<file path="src/rtl/brent_kung_pkg.sv">
// Shared constants and sizing helpers for the pipelined Brent-Kung adder.
//   bk_levels(width)             : prefix-tree depth, 2*log2(width)-1
//   bk_nstg(width, stage_levels) : register stages, gen + prefix stages + output
package brent_kung_pkg;

  localparam logic OP_ADD = 1'b0;
  localparam logic OP_SUB = 1'b1;

  function automatic int unsigned bk_levels(input int unsigned width);
    return 2 * $clog2(width) - 1;
  endfunction

  function automatic int unsigned bk_nstg(input int unsigned width,
                                          input int unsigned stage_levels);
    return (bk_levels(width) + stage_levels - 1) / stage_levels + 2;
  endfunction

endpackage

</file>
<file path="src/rtl/bk_black_cell.sv">
// Brent-Kung black cell: merges a high (g,p) span with the adjacent low span.
//   g_hi, p_hi : generate/propagate of the upper span
//   g_lo, p_lo : generate/propagate of the lower span
//   g, p       : generate/propagate of the merged span
module bk_black_cell (
  input  logic g_hi,
  input  logic p_hi,
  input  logic g_lo,
  input  logic p_lo,
  output logic g,
  output logic p
);

  assign g = g_hi | (p_hi & g_lo);
  assign p = p_hi & p_lo;

endmodule

</file>
<file path="src/rtl/brent_kung_pipe_adder.sv">
// Pipelined Brent-Kung adder/subtractor with valid/ready streaming handshakes.
//   clk, rst            : clock, synchronous active-high reset
//   in_valid/in_ready   : operation handshake (A, B, cin, sub, tag)
//   out_valid/out_ready : result handshake (sum, cout, ovf, tag_out)
// Stage 0 forms p/g (B inverted for sub), the prefix tree is cut into
// register stages every STAGE_LEVELS levels, and the last stage forms the sum.
module brent_kung_pipe_adder
  import brent_kung_pkg::*;
#(
  parameter int unsigned WIDTH        = 16,
  parameter int unsigned STAGE_LEVELS = 2,
  parameter int unsigned TAG_W        = 4
) (
  input  logic             clk,
  input  logic             rst,
  input  logic             in_valid,
  output logic             in_ready,
  input  logic [WIDTH-1:0] A,
  input  logic [WIDTH-1:0] B,
  input  logic             cin,
  input  logic             sub,
  input  logic [TAG_W-1:0] tag,
  output logic             out_valid,
  input  logic             out_ready,
  output logic [WIDTH-1:0] sum,
  output logic             cout,
  output logic             ovf,
  output logic [TAG_W-1:0] tag_out
);

  localparam int unsigned LOGW = $clog2(WIDTH);
  localparam int unsigned LV   = bk_levels(WIDTH);
  localparam int unsigned NSTG = bk_nstg(WIDTH, STAGE_LEVELS);
  localparam int unsigned NPS  = NSTG - 2;
  localparam int unsigned FS   = NSTG - 1;
  // Sideband per stage: {tag, effective carry-in, bitwise propagate}.
  localparam int unsigned SW   = TAG_W + 1 + WIDTH;

  logic [NSTG-1:0] v;
  logic [NSTG-1:0] rdy;
  logic [NSTG-1:0] en;

  // Ready ripples back from the consumer; an empty stage never blocks.
  always_comb begin
    logic r;
    r   = out_ready;
    rdy = '0;
    en  = '0;
    for (int s = int'(NSTG) - 1; s >= 0; s--) begin
      r      = !v[s] || r;
      rdy[s] = r;
    end
    en[0] = rdy[0] & in_valid;
    for (int s = 1; s < int'(NSTG); s++) begin
      en[s] = rdy[s] & v[s-1];
    end
  end

  assign in_ready  = rdy[0];
  assign out_valid = v[FS];

  // Per-stage valid bits; a stage reloads only when empty or advancing.
  always_ff @(posedge clk) begin
    if (rst) begin
      v <= '0;
    end else begin
      if (rdy[0]) v[0] <= in_valid;
      for (int s = 1; s < int'(NSTG); s++) begin
        if (rdy[s]) v[s] <= v[s-1];
      end
    end
  end

  // Stage 0: operand conditioning; the carry-in is folded into g[0] so the
  // prefix tree yields carries directly.
  logic [WIDTH-1:0] b_eff, p0, g0;
  logic             c_eff;

  always_comb begin
    b_eff = (sub == OP_SUB) ? ~B : B;
    c_eff = (sub == OP_SUB) ? 1'b1 : cin;
    p0    = A ^ b_eff;
    g0    = A & b_eff;
    g0[0] = g0[0] | (p0[0] & c_eff);
  end

  logic [WIDTH-1:0] s0_g, s0_p;
  logic [SW-1:0]    sd [0:NPS];

  always_ff @(posedge clk) begin
    if (en[0]) begin
      s0_g  <= g0;
      s0_p  <= p0;
      sd[0] <= {tag, c_eff, p0};
    end
  end

  // Prefix tree: levels 1..LOGW up-sweep, the rest down-sweep.
  for (genvar k = 1; k <= LV; k++) begin : g_lvl
    localparam bit          UP   = (k <= LOGW);
    localparam int unsigned DIST = UP ? (1 << (k - 1)) : (1 << (2 * LOGW - 1 - k));
    localparam bit          REG  = ((k % STAGE_LEVELS) == 0) || (k == LV);
    localparam int unsigned STG  = (k + STAGE_LEVELS - 1) / STAGE_LEVELS;

    logic [WIDTH-1:0] ig, ip, cg, cp, og, op;

    if (k == 1) begin : g_in
      assign ig = s0_g;
      assign ip = s0_p;
    end else begin : g_in
      assign ig = g_lvl[k-1].og;
      assign ip = g_lvl[k-1].op;
    end

    for (genvar i = 0; i < WIDTH; i++) begin : g_bit
      if ((UP && (((i + 1) % (2 * DIST)) == 0)) ||
          (!UP && (((i + 1) % (2 * DIST)) == DIST) && ((i + 1) > DIST))) begin : g_cell
        bk_black_cell u_cell (
          .g_hi (ig[i]),
          .p_hi (ip[i]),
          .g_lo (ig[i-DIST]),
          .p_lo (ip[i-DIST]),
          .g    (cg[i]),
          .p    (cp[i])
        );
      end else begin : g_pass
        assign cg[i] = ig[i];
        assign cp[i] = ip[i];
      end
    end

    if (REG) begin : g_reg
      logic [WIDTH-1:0] rg, rp;
      always_ff @(posedge clk) begin
        if (en[STG]) begin
          rg <= cg;
          rp <= cp;
        end
      end
      assign og = rg;
      assign op = rp;
    end else begin : g_comb
      assign og = cg;
      assign op = cp;
    end
  end

  // Sideband follows the prefix register stages.
  for (genvar s = 1; s <= NPS; s++) begin : g_sd
    always_ff @(posedge clk) begin
      if (en[s]) sd[s] <= sd[s-1];
    end
  end

  // Final stage: carries are the full-span prefix generates.
  logic [WIDTH-1:0] gf;
  logic             unused_p;

  assign gf       = g_lvl[LV].og;
  assign unused_p = ^g_lvl[LV].op;

  always_ff @(posedge clk) begin
    if (rst) begin
      sum     <= '0;
      cout    <= 1'b0;
      ovf     <= 1'b0;
      tag_out <= '0;
    end else if (en[FS]) begin
      sum     <= sd[NPS][WIDTH-1:0] ^ {gf[WIDTH-2:0], sd[NPS][WIDTH]};
      cout    <= gf[WIDTH-1];
      ovf     <= gf[WIDTH-1] ^ gf[WIDTH-2];
      tag_out <= sd[NPS][SW-1 -: TAG_W];
    end
  end

endmodule

</file>
<file path="config.mk">
export PLATFORM = sky130hd
export DESIGN_NAME = brent_kung_pipe_adder
export DESIGN_NICKNAME = d
export VERILOG_FILES = /design/src/rtl/brent_kung_pkg.sv /design/src/rtl/bk_black_cell.sv /design/src/rtl/brent_kung_pipe_adder.sv
export SDC_FILE = /design/constraint.sdc
export NUM_CORES = 1
export LEC_CHECK = 0
export BUFFER_PORTS_ARGS = -buffer_cell sky130_fd_sc_hd__buf_2
export CORE_ASPECT_RATIO = 0.6
export CORE_UTILIZATION = 35
export DETAILED_ROUTE_END_ITERATION = 12
export PLACE_DENSITY = 0.52
export SYNTH_ARGS = -nofsm -noshare
export SYNTH_HDL_FRONTEND = slang
export SYNTH_SLANG_ARGS = --single-unit
</file>
<file path="constraint.sdc">
create_clock -name clk -period 5.18 [get_ports clk]
set_input_delay 0.777 -clock clk [delete_from_list [all_inputs] [get_ports clk]]
set_output_delay 0.777 -clock clk [all_outputs]
set_load 0.01 [all_outputs]
</file>
==> run summary, run 1 <==
Crit Path Class: flip-flop to output port
final std cell area, no fill: 8987 sq um
clock slew at reported path FFs: 60 ps
Crit Path Max Fanout: 9
power per cell area: 421.7 nW/um^2
Vias: 3154
setup bufs post-CTS: 0
Clock Latency Late Sink: 490 ps
Fin Setup TNS: 0 ps
Cells after Synth: 376
vias per inst: 4.194
Period minus WS final: 2770 ps
Syn Std Cell Area: 7607 sq um
Worst EP arrival: 1990 ps
Leak: 3.257 nW
Die Area: 22350 sq um
Hold Path Class: flip-flop to flip-flop
Peak Freq: 0.3610 GHz
Final Hold Viols: 0
core area: 21140 sq um
Util after Layout: 42.52%
Relative slew margins: 17.44%
ANT cells: 0
largest net degree at the start of global routing: 44
post-CTS sizing: 0
WL final: 10880 um
unrepaired setup endpoints after global routing: false
Cell Chain, Critical Path: and4b_1, nand4_2, buf_2
drt pass-1 iters: 4
GRT Total Usage: 10.13%
crit path max-delay cell type: and4b_1
crit path launch type: flip-flop
global-route wire length before repair: 17560 um
Synth async-reset ratio: 0%
Sequential Area: 6416 sq um
number of synthesized flops with an enable pin: 195
clock sink count: 223
Avg WL per Cell: 14.47 um
Avg Cell Area, Syn: 20.23 sq um
syn nets: 434
peak per-stage delay on the critical path: 590 ps
Tightest Pin Transition: 1235 ps
Clock Tree Root: clkbuf_16
area delta synth->final: 18.14%
Die Span Y: 116.2 um
skew final: 8.330 ps
hold_buf cts: 0
fin crit share: 53.48%
GR Overflow Total: 0
CTS buffer count: 21
vias in the first global route: 3205
VDD IR max: 184.0 uV
max-slew violations: 0
Worst Path Required: 4400 ps
max-cap violations: 0
Initial Util: 35.99%
register bit total from synthesis: 223
final net count: 516
Routability Congestion: 0.7115
# port buffers: 65
share of cells above drive strength 1: 23.04%
footprint of the multi-input gates: 1152 sq um
CTS tree: built
register area share after synthesis: 84.34%
Post-DP Area: 8272 sq um
Die Wd: 192.3 um
Layout fillers: 1896
1st-iter DRT viols: 236
Synth Warn #: 0
row cnt: 41
Finished Layout Cells: 752
number of instances in the placed design: 714
post-route ant nets: 0
# H-tree levels: 1
I/O pin total: 66
Synth Flop Type: edfxtp_1
setup violators final: 0
initial antenna violation count: 0
CTS Buffer Depth: 3
DRC: 0
Worst Setup End Kind: output port
hold_ws: 418.5 ps
count of cell types in the netlist: 30
status: finished, final reports clean
hpwl dp: 7674 um
cell type report:
class / instances / area share, %
flip-flops and latches: 223 / 71.39
multi-input cells: 142 / 12.82
clock buffers: 25 / 6.014
well taps: 279 / 3.884
repair buffers: 67 / 3.787
clock inverters: 13 / 1.949
inverters: 3 / 0.1531
worst max-delay path: cells and delay by family, from the launching register on:
family,cells,cell delay [ps]
simple gates,2,770
flops,1,560
buf+inv,1,180
metal layers:
layer	global-route usage (%)	wire, um	vias up
met2	12.13	3720	69
met1	17.05	6341	1448
met4	3.465	265	0
met3	2.434	553	19
li1	-	-	1618
met5	0	0	-
cells in the mapped netlist (4+ instances only):
cell,instances,area [sq um]
edfxtp_1,195,5856
nand3_1,11,55.05
buf_6,4,45.04
dfxtp_1,28,560.5
ha_1,16,200.2
a21o_1,17,127.6
o21ai_0,5,25.02
a21oi_1,14,70.07
xor2_1,33,289.0
nand2_1,5,18.77
and2_1,4,25.02
a22o_1,17,148.9
nor2_1,5,18.77
power by group:
part | leakage [nW] | internal [mW] | total [mW] | switching, mW
registers | 2.04 | 2.07 | 2.12 | 0.0449
clock network | 0.345 | 0.951 | 1.57 | 0.619
logic | 0.870 | 0.0436 | 0.104 | 0.0601
sequential cells by signal (all words and copies together), names as in the netlist:
| signal | count |
|---|---|
| sd | 68 |
| g_lvl.g_reg.rg | 64 |
| g_lvl.g_reg.rp | 32 |
| g_lvl.ig | 16 |
| sum | 16 |
| g_lvl.ip | 15 |
| v | 6 |
| tag_out | 4 |
| cout | 1 |
| ovf | 1 |
through the flow:
stage	total power [mW]	setup WS, ps
finish	3.790	2410
global route	3.929	2287
CTS	3.842	2384
detailed placement	2.264	2482
global placement	2.258	2572
floorplan	2.198	554.4
cells by family after synthesis:
logic type | after synthesis | share of synthesized area (%)
buffers and inverters | 11 | 1.053
DFF | 223 | 84.34
xor gates and xnor gates | 33 | 3.799
and+or+nand+nor | 37 | 2.895
adders and majority gates | 16 | 2.632
AOI/OAI and AO/OA | 56 | 5.280
placed cells by master (no fill, tap or decap), types with 4 or more instances in the layout:
cell,count
edfxtp_1,195
buf_2,65
xor2_1,33
dfxtp_1,28
clkbuf_16,21
a21o_1,17
a22o_1,17
ha_1,16
a21oi_1,14
nand3_1,11
nand2_1,5
o21ai_0,5
nor2_1,5
and2_1,4
clkbuf_1,4
bufinv_16,4
path summary, 6_finish.rpt:
path,from,end,slack [ps],cells past startpoint
min,g_lvl[4].g_reg.rp[10]$_DFFE_PP_,g_lvl[6].g_reg.rp[10]$_DFFE_PP_,420,0
max,v[4]$_SDFFE_PP0P_,in_ready,2410,3
min reg2reg,g_lvl[4].g_reg.rp[10]$_DFFE_PP_,g_lvl[6].g_reg.rp[10]$_DFFE_PP_,420,0
max reg2reg,v[4]$_SDFFE_PP0P_,g_lvl[4].g_reg.rp[2]$_DFFE_PP_,2930,2
Power figures use the tool's default switching activity.
==> inputs of run 2 (changes only) <==
- clock period: 5.18 -> 2.65 ns (I/O delays scaled with it)
==> run 2 against run 1 <==
Count of clock-buffer cells in the layout unchanged. Clock power is 89% higher. Highest routed layer unchanged. Global-route usage decreased by 0.25 points. Sequential share of layout area about the same. Core utilization hardly changed. Final cell count is the same. Sequential cell count stayed put. Routed wire length decreased by 3.0%. Design area about the same. Die area unchanged.
==> run summary, run 2 (same netlist as run 1, synthesis figures left out) <==
fin crit share: 89.77%
unrepaired setup endpoints after global routing: false (unchanged)
initial antenna violation count: 0 (unchanged)
Clock Tree Root: clkbuf_16 (unchanged)
GRT Total Usage: 9.884% (was 10.13%)
Sw Pwr: 1.356 mW (was 0.7245 mW)
largest net degree at the start of global routing: 44 (unchanged)
status: finished, final reports clean (unchanged)
most common library cell in the layout ignoring fill and taps: edfxtp_1 (unchanged)
max-cap violations: 0 (unchanged)
Tightest Pin Transition: 601.9 ps (was 1235 ps)
worst setup margin: 271.1 ps (was 2410 ps)
Die Span Y: 116.2 um (unchanged)
dpl ws: 575.8 ps (was 2482 ps)
CTS tree: built (unchanged)
Pint: 5.950 mW (was 3.066 mW)
crit path launch type: flip-flop (unchanged)
global-route wire length before repair: 17070 um (was 17560 um)
vias in the first global route: 3104 (was 3205)
total power: 7.306 mW (was 3.790 mW)
hold_buf cts: 0 (unchanged)
met2 WL: 3623 um (was 3720 um)
most flop-heavy register: sd (unchanged)
final net count: 519 (was 516)
Relative slew margins: 59.75% (was 17.44%)
Cell Chain, Critical Path: and4b_1, nand4_2, buf_2 (unchanged)
1st-iter DRT viols: 193 (was 236)
vias per inst: 4.153 (was 4.194)
I/O pin total: 66 (unchanged)
post-route ant nets: 0 (unchanged)
Peak Freq: 0.4204 GHz
crit path max-delay cell type: and4b_1 (unchanged)
max-slew violations: 0 (unchanged)
Vias: 3123 (was 3154)
Die Wd: 192.3 um (unchanged)
WL final: 10550 um (was 10880 um)
Hold Path Class: input pin to flip-flop (was flip-flop to flip-flop)
power per cell area: 812.8 nW/um^2 (was 421.7 nW/um^2)
# port buffers: 65 (unchanged)
CP Buf/Inv Count: 1 (unchanged)
Clock power frac: 40.6% (was 41.4%)
row cnt: 41 (unchanged)
Post-Route M1 WL: 6041 um (was 6341 um)
Initial Util: 35.99% (unchanged)
area delta synth->final: 18.16% (was 18.14%)
Top Registers: sd (68), g_lvl.g_reg.rg (64), g_lvl.g_reg.rp (32) (unchanged)
combinational share of power: 2.8% (was 2.7%)
Die Area: 22350 sq um (unchanged)
ANT cells: 0 (unchanged)
Final Hold Viols: 0 (unchanged)
clock sink count: 223 (unchanged)
peak per-stage delay on the critical path: 600 ps (was 590 ps)
Clock Latency Late Sink: 480 ps (was 490 ps)
Worst EP arrival: 1980 ps (was 1990 ps)
Worst Setup End Kind: output port (unchanged)
sequential fraction of design power: 56.6% (was 55.8%)
top sig layer: met4 (unchanged)
hpwl dp: 7458 um (was 7674 um)
hold_ws: 91.82 ps (was 418.5 ps)
skew final: 6.976 ps (was 8.330 ps)
GR Overflow Total: 0 (unchanged)
Crit Path Max Fanout: 9 (unchanged)
setup violators final: 0 (unchanged)
VDD IR max: 399.4 uV (was 184.0 uV)
CTS buffer count: 21 (unchanged)
Util after Layout: 42.53% (was 42.52%)
drt pass-1 iters: 5 (was 4)
critical path's top delay family: simple AND/OR/NAND/NOR gates (unchanged)
setup bufs post-CTS: 0 (unchanged)
share of cells above drive strength 1: 23.68% (was 23.04%)
Routability Congestion: 0.6994 (was 0.7115)
# H-tree levels: 1 (unchanged)
most frequent cells in the layout: edfxtp_1, buf_2, xor2_1, dfxtp_1, clkbuf_16 (unchanged)
Layout fillers: 1906 (was 1896)
DRC: 0 (unchanged)
switching share of total power: 18.55% (was 19.11%)
number of flip-flops in the largest register: 68 (unchanged)
routed length on met3: 630 um (was 553 um)
CTS Buffer Depth: 3 (unchanged)
Leak: 3.268 nW (was 3.257 nW)
Crit Path Class: flip-flop to output port (unchanged)
Avg WL per Cell: 14.03 um (was 14.47 um)
Period minus WS final: 2379 ps
Fin Setup TNS: 0 ps (unchanged)
core area: 21140 sq um (unchanged)
clock slew at reported path FFs: 60 ps (about the same)
Worst Path Required: 2250 ps (was 4400 ps)
post-CTS sizing: 0 (unchanged)
-- run 2: stage by stage --
| step | instances | instance area, sq um |
|---|---|---|
| 6_report | 752 | 8989 |
| 5_1_grt | 752 | 8989 |
| 4_1_cts | 752 | 8989 |
| 3_5_place_dp | 717 | 8294 |
| 3_3_place_gp | 717 | 8294 |
| 2_1_floorplan | 376 | 7622 |
-- run 2: final timing paths --
path	start	endpoint	slack, ps	depth (start not counted)
setup / recovery	v[4]$_SDFFE_PP0P_	in_ready	270	3
hold / removal	tag[3]	sd[0][20]$_DFFE_PP_	90	1
setup reg to reg	v[4]$_SDFFE_PP0P_	g_lvl[1].ip[4]$_DFFE_PP_	570	4
hold reg to reg	sd[0][51]$_DFFE_PP_	sd[0][72]$_DFFE_PP_	410	0
-- run 2: routing by layer --
| metal | GRT usage [%] | vias to the layer above |
|---|---|---|
| li1 | - | 1614 |
| met5 | 0 | - |
| met3 | 2.825 | 20 |
| met1 | 16.55 | 1416 |
| met4 | 3.097 | 0 |
| met2 | 11.68 | 73 |
-- run 2: final cells by class --
class,count,area (sq um),area share [%]
clock buffer,25,570.5,6.347
clock inverter,10,123.9,1.378
inverter,3,13.76,0.1531
multi-input combinational,142,1152,12.82
sequential,223,6416,71.38
tap,279,349.1,3.884
timing repair buffer,70,362.8,4.037
-- run 2: power groups by stage --
| stage | clock network [mW] | logic [mW] | registers [mW] |
|---|---|---|---|
| floorplan | 0 | 0.126 | 4.17 |
| global placement | 0 | 0.208 | 4.21 |
| detailed placement | 0 | 0.211 | 4.21 |
| CTS | 3.06 | 0.213 | 4.14 |
| global route | 3.18 | 0.240 | 4.15 |
| finish | 2.97 | 0.205 | 4.13 |
==> inputs of run 3 (changes only) <==
--- a/config.mk
+++ b/config.mk
@@ -11,3 +11,4 @@
 export DETAILED_ROUTE_END_ITERATION = 12
-export PLACE_DENSITY = 0.52
+export PLACE_DENSITY = 0.53
+export SETUP_SLACK_MARGIN = 0.02
 export SYNTH_ARGS = -nofsm -noshare
==> constraint.sdc (replaced) <==
create_clock -name clk -period 2.15 [get_ports clk]
set_input_delay 0.3225 -clock clk [delete_from_list [all_inputs] [get_ports clk]]
set_output_delay 0.3225 -clock clk [all_outputs]
set_load 0.02 [all_outputs]
==> run 3 against run 2 <==
Routed wire length up 0.98%. Design area up 0.28%. Sequential power up 23%. Die area unchanged. Combinational power up 32%. Core utilization up 0.12 points. Sequential cell count unchanged. Count of clock-buffer cells in the layout up 2. Register-to-register slack worse by 190 ps. Global-route usage down 0.14 points. Final cell count up 0.53%. Critical endpoint unchanged.
==> run summary, run 3 (same netlist as run 1, synthesis figures left out) <==
Tightest Pin Transition: 790.4 ps (was 601.9 ps)
row cnt: 41 (unchanged)
Fin Setup TNS: 0 ps (unchanged)
worst setup margin: 343.1 ps (was 271.1 ps)
hpwl dp: 7548 um (was 7458 um)
Crit Path Class: flip-flop to output port (unchanged)
Util after Layout: 42.65% (was 42.53%)
vias per inst: 4.175 (was 4.153)
hold_ws: 74.07 ps (was 91.82 ps)
reg2reg start: v[5]$_SDFFE_PP0P_ (was v[4]$_SDFFE_PP0P_)
GRT Total Usage: 9.740% (was 9.884%)
initial antenna violation count: 0 (unchanged)
status: finished, final reports clean (unchanged)
max-slew violations: 0 (unchanged)
Worst Reg-to-Reg Cells: 3 (was 4)
Top Registers: sd (68), g_lvl.g_reg.rg (64), g_lvl.g_reg.rp (32) (unchanged)
final net count: 524 (was 519)
Sequential Area: 6416 sq um (unchanged)
footprint of the multi-input gates: 1149 sq um (was 1152 sq um)
Relative slew margins: 47.31% (was 59.75%)
Vias: 3156 (was 3123)
Post-DP Area: 8335 sq um (was 8294 sq um)
number of instances in the placed design: 718 (was 717)
GR Overflow Total: 0 (unchanged)
CTS Buffer Depth: 3 (unchanged)
core area: 21140 sq um (unchanged)
Routability Congestion: 0.6837 (was 0.6994)
fin crit share: 84.04%
crit path launch type: flip-flop (unchanged)
drt pass-1 iters: 4 (was 5)
WL final: 10650 um (was 10550 um)
Die Area: 22350 sq um (unchanged)
# port buffers: 65 (unchanged)
share of cells above drive strength 1: 23.06% (was 23.68%)
# H-tree levels: 1 (unchanged)
CTS buffer count: 21 (unchanged)
Clock Tree Root: clkbuf_16 (unchanged)
most common library cell in the layout ignoring fill and taps: edfxtp_1 (unchanged)
Clock Latency Late Sink: 490 ps (was 480 ps)
Worst setup endpoint: in_ready (unchanged)
Die Wd: 192.3 um (unchanged)
Peak Freq: 0.5534 GHz
total power: 8.815 mW (was 7.306 mW)
ANT cells: 0 (unchanged)
post-route ant nets: 0 (unchanged)
most frequent cells in the layout: edfxtp_1, buf_2, xor2_1, dfxtp_1, clkbuf_16 (unchanged)
Hold Path Stages: 3 (was 1)
largest net degree at the start of global routing: 44 (unchanged)
Die Span Y: 116.2 um (unchanged)
most flop-heavy register: sd (unchanged)
Initial Util: 35.99% (unchanged)
post-CTS sizing: 0 (unchanged)
Layout fillers: 1896 (was 1906)
Avg WL per Cell: 14.09 um (was 14.03 um)
Leak: 3.268 nW (about the same)
number of flip-flops in the largest register: 68 (unchanged)
setup violators final: 0 (unchanged)
Final Hold Viols: 0 (unchanged)
I/O pin total: 66 (unchanged)
Hold Path Class: input pin to flip-flop (unchanged)
DRC: 0 (unchanged)
VDD IR max: 385.0 uV (was 399.4 uV)
critical path launch point: v[5]$_SDFFE_PP0P_ (was v[4]$_SDFFE_PP0P_)
power per cell area: 978.0 nW/um^2 (was 812.8 nW/um^2)
clock sink count: 223 (unchanged)
area delta synth->final: 18.49% (was 18.16%)
worst flop-to-flop path endpoint: g_lvl[1].ip[2]$_DFFE_PP_ (was g_lvl[1].ip[4]$_DFFE_PP_)
Worst Path Required: 1830 ps (was 2250 ps)
global-route wire length before repair: 16820 um (was 17070 um)
unrepaired setup endpoints after global routing: false (unchanged)
skew final: 14.10 ps (was 6.976 ps)
Crit Path Max Fanout: 5 (was 9)
1st-iter DRT viols: 223 (was 193)
Finished Layout Cells: 756 (was 752)
max-cap violations: 0 (unchanged)
final std cell area, no fill: 9014 sq um (was 8989 sq um)
vias in the first global route: 3063 (was 3104)
Worst Setup End Kind: output port (unchanged)
dpl ws: 252.1 ps (was 575.8 ps)
CTS tree: built (unchanged)
Worst EP arrival: 1480 ps (was 1980 ps)
Period minus WS final: 1807 ps
Reg2Reg Setup Slack: 380 ps (was 570 ps)
clock slew at reported path FFs: 60 ps (about the same)
==> run 3: changes by cell type in the layout (fill, tap and decap cells not counted), moves of 2 or more <==
cell and delta:
buf_4 -2, clkbuf_1 +5, dlygate4sd3_1 +4, clkinv_1 -2
buf_12 +3, clkbuf_8 -3
==> run 3: final cells by class <==
type	instances	area share, %
well taps	279	3.873
multi-input cells	142	12.74
repair buffers	75	4.969
clock inverters	7	0.9994
inverters	3	0.1527
clock buffers	27	6.080
flip-flops and latches	223	71.18
==> run 3: worst max-delay path, cell delays in order, from the launching register on <==
cell and delay, ps:
dfxtp_1 380, and4b_1 290, nand4_2 140, buf_2 200
==> run 3: power by group <==
| group | switching (mW) | internal [mW] |
|---|---|---|
| sequential | 0.102 | 4.99 |
| combinational | 0.152 | 0.117 |
| clock | 1.42 | 2.03 |
==> run 3: worst min-delay path by stage <==
stage,startpoint,endpoint,slack (ps)
floorplan,rst,tag_out[2]$_SDFFE_PP0P_,390
global route,in_valid,v[0]$_SDFFE_PP0P_,70
global placement,g_lvl[2].g_reg.rp[6]$_DFFE_PP_,g_lvl[4].g_reg.rp[6]$_DFFE_PP_,410
detailed placement,g_lvl[2].g_reg.rp[10]$_DFFE_PP_,g_lvl[4].g_reg.rp[10]$_DFFE_PP_,400
CTS,in_valid,v[0]$_SDFFE_PP0P_,60
finish,in_valid,v[0]$_SDFFE_PP0P_,70
==> run 3: metal layers <==
| metal | GRT usage, % | wire, um | vias to the layer above |
|---|---|---|---|
| met4 | 2.940 | 217 | 0 |
| li1 | - | - | 1626 |
| met2 | 11.18 | 3557 | 59 |
| met3 | 2.464 | 500 | 21 |
| met5 | 0 | 0 | - |
| met1 | 16.85 | 6377 | 1450 |
==> run 3: repair_timing <==
action | CTS | global route
endpoints found under the hold margin | 4 | 0
hold buffers | 4 | 0
setup buffers | 0 | 0
